$ cat src/rtl/mem_bus_arbiter_pkg.sv
// Shared memory-bus types: bus commands, tag-ownership entries and sizing constants.
package mem_bus_arbiter_pkg;

  localparam int XLEN     = 32;
  localparam int MEM_TAGS = 15;

  typedef enum logic [1:0] {
    BUS_NONE  = 2'h0,
    BUS_LOAD  = 2'h1,
    BUS_STORE = 2'h2
  } BUS_COMMAND;

  // owner: 0 = D-cache (port 0), 1 = I-cache (port 1)
  typedef struct packed {
    logic valid;
    logic owner;
  } MEM_OWNER_ENTRY;

endpackage

$ cat src/rtl/mem_bus_arbiter_tag_table.sv
// Tag ownership table: one allocate port, one lookup/clear port; allocation
// overrides a same-cycle clear of the same tag.
module mem_tag_table
  import mem_bus_arbiter_pkg::*;
#(
  parameter int TAGS = MEM_TAGS
) (
  input  logic       clock,
  input  logic       reset,
  input  logic       alloc_en,
  input  logic [3:0] alloc_tag,
  input  logic       alloc_owner,
  input  logic [3:0] lookup_tag,
  output logic       lookup_valid,
  output logic       lookup_owner
);

  localparam logic [3:0] TAG_MAX = 4'(TAGS);

  MEM_OWNER_ENTRY table_r [0:TAGS];
  MEM_OWNER_ENTRY lookup_entry_s;
  logic           alloc_ok_s;

  // Lookup reads registered state only; tag 0 and out-of-range tags never hit.
  always_comb begin
    lookup_entry_s = '0;
    if ((lookup_tag != 4'd0) && (lookup_tag <= TAG_MAX)) begin
      lookup_entry_s = table_r[lookup_tag];
    end else begin
      lookup_entry_s = '0;
    end
  end

  assign alloc_ok_s   = alloc_en && (alloc_tag != 4'd0) && (alloc_tag <= TAG_MAX);
  assign lookup_valid = lookup_entry_s.valid;
  assign lookup_owner = lookup_entry_s.owner;

  // Clear on a routed return, then allocate; the later write wins on a shared tag.
  always_ff @(posedge clock) begin
    if (reset) begin
      for (int i = 0; i <= TAGS; i++) begin
        table_r[i] <= '0;
      end
    end else begin
      if (lookup_entry_s.valid) begin
        table_r[lookup_tag].valid <= 1'b0;
      end
      if (alloc_ok_s) begin
        table_r[alloc_tag] <= '{valid: 1'b1, owner: alloc_owner};
      end
    end
  end

endmodule

$ cat src/rtl/mem_bus_arbiter.sv
// Arbitrates the memory bus between the D-cache (port 0) and I-cache (port 1),
// with starvation protection for the I-cache and tag-routed data returns.
module mem_bus_arbiter
  import mem_bus_arbiter_pkg::*;
#(
  parameter int STARVE_LIMIT = 4,
  parameter int TAGS         = MEM_TAGS
) (
  input  logic            clock,
  input  logic            reset,
  input  logic [1:0]      dc_cmd,
  input  logic [XLEN-1:0] dc_addr,
  input  logic [63:0]     dc_data,
  output logic            dc_ack,
  output logic            dc_ret_valid,
  output logic [63:0]     dc_ret_data,
  input  logic [1:0]      ic_cmd,
  input  logic [XLEN-1:0] ic_addr,
  output logic            ic_ack,
  output logic            ic_ret_valid,
  output logic [63:0]     ic_ret_data,
  output logic [1:0]      proc2mem_command,
  output logic [XLEN-1:0] proc2mem_addr,
  output logic [63:0]     proc2mem_data,
  input  logic [3:0]      mem2proc_response,
  input  logic [63:0]     mem2proc_data,
  input  logic [3:0]      mem2proc_tag,
  output logic [3:0]      ack_tag,
  output logic            orphan_err
);

  localparam int            CW    = $clog2(STARVE_LIMIT + 1);
  localparam logic [CW-1:0] LIMIT = CW'(STARVE_LIMIT);

  logic [CW-1:0] starve_cnt_r;
  logic          orphan_err_r;
  logic          dc_req_s;
  logic          ic_req_s;
  logic          sel_dc_s;
  logic          sel_ic_s;
  logic          accepted_s;
  logic          dc_ack_s;
  logic          ic_ack_s;
  logic          alloc_en_s;
  logic          hit_s;
  logic          hit_owner_s;

  assign dc_req_s   = (dc_cmd == BUS_LOAD) || (dc_cmd == BUS_STORE);
  assign ic_req_s   = (ic_cmd == BUS_LOAD);
  assign sel_ic_s   = ic_req_s && (!dc_req_s || (starve_cnt_r == LIMIT));
  assign sel_dc_s   = dc_req_s && !sel_ic_s;
  assign accepted_s = (mem2proc_response != 4'd0);
  assign dc_ack_s   = sel_dc_s && accepted_s;
  assign ic_ack_s   = sel_ic_s && accepted_s;
  assign alloc_en_s = (dc_ack_s && (dc_cmd == BUS_LOAD)) || ic_ack_s;

  // Forward the chosen request to memory; the I-cache never carries store data.
  always_comb begin
    proc2mem_command = BUS_NONE;
    proc2mem_addr    = '0;
    proc2mem_data    = 64'd0;
    if (sel_ic_s) begin
      proc2mem_command = BUS_LOAD;
      proc2mem_addr    = ic_addr;
      proc2mem_data    = 64'd0;
    end else if (sel_dc_s) begin
      proc2mem_command = dc_cmd;
      proc2mem_addr    = dc_addr;
      proc2mem_data    = dc_data;
    end else begin
      proc2mem_command = BUS_NONE;
      proc2mem_addr    = '0;
      proc2mem_data    = 64'd0;
    end
  end

  mem_tag_table #(
    .TAGS (TAGS)
  ) u_tag_table (
    .clock        (clock),
    .reset        (reset),
    .alloc_en     (alloc_en_s),
    .alloc_tag    (mem2proc_response),
    .alloc_owner  (ic_ack_s),
    .lookup_tag   (mem2proc_tag),
    .lookup_valid (hit_s),
    .lookup_owner (hit_owner_s)
  );

  assign dc_ack       = dc_ack_s;
  assign ic_ack       = ic_ack_s;
  assign ack_tag      = (dc_ack_s || ic_ack_s) ? mem2proc_response : 4'd0;
  assign dc_ret_valid = hit_s && !hit_owner_s;
  assign ic_ret_valid = hit_s && hit_owner_s;
  assign dc_ret_data  = mem2proc_data;
  assign ic_ret_data  = mem2proc_data;
  assign orphan_err   = orphan_err_r;

  // Starvation counter: saturates while port 1 waits, and the saturated value
  // holds through a memory refusal so port 1 keeps priority.
  always_ff @(posedge clock) begin
    if (reset) begin
      starve_cnt_r <= '0;
    end else if (ic_req_s && !ic_ack_s) begin
      if (starve_cnt_r != LIMIT) begin
        starve_cnt_r <= starve_cnt_r + {{(CW-1){1'b0}}, 1'b1};
      end else begin
        starve_cnt_r <= starve_cnt_r;
      end
    end else begin
      starve_cnt_r <= '0;
    end
  end

  // Sticky flag for returns whose tag has no recorded owner.
  always_ff @(posedge clock) begin
    if (reset) begin
      orphan_err_r <= 1'b0;
    end else if ((mem2proc_tag != 4'd0) && !hit_s) begin
      orphan_err_r <= 1'b1;
    end else begin
      orphan_err_r <= orphan_err_r;
    end
  end

endmodule

$ cat config.mk
export PLATFORM = sky130hd
export DESIGN_NAME = mem_bus_arbiter
export DESIGN_NICKNAME = d
export VERILOG_FILES = /design/src/rtl/mem_bus_arbiter_pkg.sv /design/src/rtl/mem_bus_arbiter_tag_table.sv /design/src/rtl/mem_bus_arbiter.sv
export SDC_FILE = /design/constraint.sdc
export NUM_CORES = 1
export LEC_CHECK = 0
export ABC_CLOCK_PERIOD_IN_PS = 3210
export CAP_MARGIN = 20
export CORE_AREA = 2 2 172 174
export CTS_BUF_LIST = sky130_fd_sc_hd__clkbuf_8
export DETAILED_ROUTE_END_ITERATION = 8
export DIE_AREA = 0 0 174 176
export DONT_BUFFER_PORTS = 1
export HOLD_SLACK_MARGIN = 0.1
export SLEW_MARGIN = 20
export SYNTH_ARGS = -nofsm -noshare
export SYNTH_HDL_FRONTEND = slang
export SYNTH_SLANG_ARGS = --single-unit
$ cat constraint.sdc
create_clock -name clock -period 3.21 [get_ports clock]
set_input_delay 0.1605 -clock clock [delete_from_list [all_inputs] [get_ports clock]]
set_output_delay 0.1605 -clock clock [all_outputs]
set_load 0.005 [all_outputs]
==> flow_summary.toml <==
[final_layout]
final_nets = 568
final_util_pct = 12.3
area_growth_syn_to_layout_pct = -9.66
final_cell_mix = "and2_1 (65), o21ai_0 (56), nand2_1 (47)"
final_cells = 758
layout_commonest_cell = "and2_1"
drive_above_1_share_pct = 6.39

[clock_tree]
tritoncts = "done"
cts_buffers = 5
clock_latency_ps = 280
htreeDepth = 2
postCtsSetupBuffers = 0
cts_root_buffer = "clkbuf_8"
clock_path_buffers = 2
clk_pin_slew_ps = 70
ctsResizeCount = 0
clkSinkCount = 36

[synthesis]
netlist.area_leader.share_pct = 24.8
avgSynthCellArea_um2 = 7.67
synth_area_leader_cell = "buf_4"
synth_ff_type = "dfxtp_1"
synth_nets = 714
synthArstFlopShare_pct = 0
ys_seq_elements = 36
ys_warn_count = 0
syn_inst = 505
synth_edf_count = 16
synth_seq_area_share_pct = 22.7
syn_area_um2 = 3870
synth_area_leaders = "buf_4 (25%), edfxtp_1 (12%), and2_1 (10%)"
synth_cell_types = 40

[die]
dieHeight_um = 176
row_count = 62
die_w_um = 174
io_pins = 441
start_util_pct = 13.6
design.core.area_um2 = 28500
dieArea_um2 = 30600

[hold_path]
hp-class = "primary input to flip-flop"
min_path_cells = 2

[critical_path]
worst_path_most_repeated_cell = "nor2_4"
crit_chain = "inv_1 > ha_1 > a21oi_1 > nor2_4 > nor2_4 > buf_4 > and2_1"
critPathRequiredTime_ps = 3050
cp_max_fo = 36
start_kind = "flip-flop"
critPathMaxStageDelay_ps = 540
slowest_stage = "nor2_4"
reg2reg_depth = 6
end_kind = "primary output"
crit_arrival_ps = 2610
critPathKind = "flip-flop to primary output"

[timing]
relSlewSlack_pct = 46.5
drv_slew = 0
fin_hold_ws_ps = 98.9
final.period_utilization_pct = 86.3
final.setup_skew_ps = 4.87
grt_setup_unrepaired = "no"
fin_tns_setup_ps = 0
setup_violations = 0
fin_crit_ps = 2770
hold_viol = 0
tightest_slew_ps = 794
fmax_ghz = 0.361

[global_route]
grt_pass1_vias = 2670
antenna_found_initial = 43
grt_usage_pct = 11.7
grt_pass1_wl_mm = 24.3
grt_max_degree = 41
globalRouteOverflowTotal = 0

[drt]
vias_per_cell = 4.00
vias = 3034
ant_nets = 0
detail_route.wl_per_cell_um = 25.4
wl_mm = 19.3
detail_route.first_pass.iterations = 5
drc = 0
drtIter0Drc = 368

[pwr]
p_switching_mw = 0.350
clkPwrFrac_pct = 29.5
power.share.switching_pct = 31.3
p_int_mw = 0.767
total_power_mw = 1.12
combPwrFrac_pct = 26.3
seq_power_share_pct = 44.2
p_leak_nw = 1.10
peakVddDrop_mv = 0.123
powerDensity_nw_per_um2 = 319

[placement]
dp_hpwl_mm = 16.7
gp_congestion = 0.794
io_buffers = 0
dp.cells = 731

[outcome]
status = "finished, final reports clean"

[run]
max_cap_viol_count = 0
## critical path: cells and delay by family (launching register included)
| kind | cells | cell delay, ps |
|---|---|---|
| adders and majority gates | 1 | 230 |
| and+or+nand+nor | 3 | 950 |
| buffers and inverters | 2 | 370 |
| AOI/OAI and AO/OA | 1 | 380 |
| DFF | 1 | 370 |
## layout make-up
cell class | count | area (um2)
Multi-Input combinational cell | 297 | 1870
Fill cell | 3354 | 25000
Timing Repair Buffer | 10 | 108
Sequential cell | 36 | 881
Clock buffer | 6 | 82.6
Clock inverter | 2 | 7.51
Tap cell | 384 | 480
Antenna cell | 14 | 35.0
Inverter | 9 | 33.8
## sequential cells by signal, indices dropped and copies added, names as in the netlist
name,flops
orphan_err,1
u_tag_table.table_r,32
starve_cnt_r,3
## power by group through the flow
| stage | clock network, mW | registers [mW] | logic [mW] |
|---|---|---|---|
| after global placement | 0 | 0.504 | 0.274 |
| after CTS | 0.337 | 0.494 | 0.295 |
| after global routing | 0.355 | 0.495 | 0.318 |
| after floorplan | 0 | 0.502 | 0.352 |
| final | 0.329 | 0.494 | 0.293 |
| after detailed placement | 0 | 0.505 | 0.286 |
## cells by family (layout without fill, tap and decap cells)
kind of cell / after synthesis / in the layout / synth area share [%]
flops: 36 / 36 / 22.7
xor+xnor: 1 / 1 / 0.226
other cells: 1 / 15 / 0.0968
compound gates: 86 / 86 / 13.1
mux: 13 / 13 / 6.43
fa+ha+maj: 3 / 3 / 0.969
buf+inv: 172 / 27 / 29.3
simple gates: 193 / 193 / 27.1
## timing repair
action,in CTS,in global routing
endpoints found under the setup margin,0,0
endpoints found under the hold margin,10,0
hold buffers,5,0
## per-stage QoR
step | cell area, um2 | setup slack, ps
6_report | 3500 | 441
5_1_grt | 3480 | 190
4_1_cts | 3460 | 382
3_5_place_dp | 3320 | 661
3_3_place_gp | 3300 | 615
2_1_floorplan | 3870 | 1410
## worst paths after layout
kind / slack (ps) / to / startpoint
min: 100 / u_tag_table.table_r[8][1]$_SDFFE_PP1P_ / mem2proc_tag[1]
min reg2reg: 480 / u_tag_table.table_r[0][1]$_SDFFE_PP1P_ / u_tag_table.table_r[0][1]$_SDFFE_PP1P_
max: 440 / proc2mem_data[8] / starve_cnt_r[0]$_SDFFE_PP0N_
max reg2reg: 740 / u_tag_table.table_r[10][0]$_SDFFCE_PN0P_ / starve_cnt_r[0]$_SDFFE_PP0N_
## routing by layer
metal | up-vias | track usage, % | routed length (um)
li1 | 1275 | - | -
met1 | 1333 | 10.1 | 5570
met2 | 279 | 16.2 | 7670
met3 | 101 | 16.1 | 5270
met4 | 46 | 2.00 | 439
met5 | - | 0 | 305
## Yosys cell counts (2+ instances only)
cell      number
nand4b_1       2
nor3_1        15
o211ai_1       6
mux4_2         4
dfxtp_1       20
o22ai_1        2
inv_1          8
nand2_1       47
nand2b_1      36
mux2i_1        2
nor2b_1        4
nand3b_1       3
buf_4        128
mux4_1         4
nand4_1        2
nand3_1        2
mux2_2         3
clkbuf_1      31
and2_1        65
edfxtp_1      16
or2_2          3
o311ai_0       9
o21ai_0       56
buf_2          2
a21boi_0       4
a21oi_1        4
nor2_1        12
ha_1           3
(Power assumes the default switching activity.)
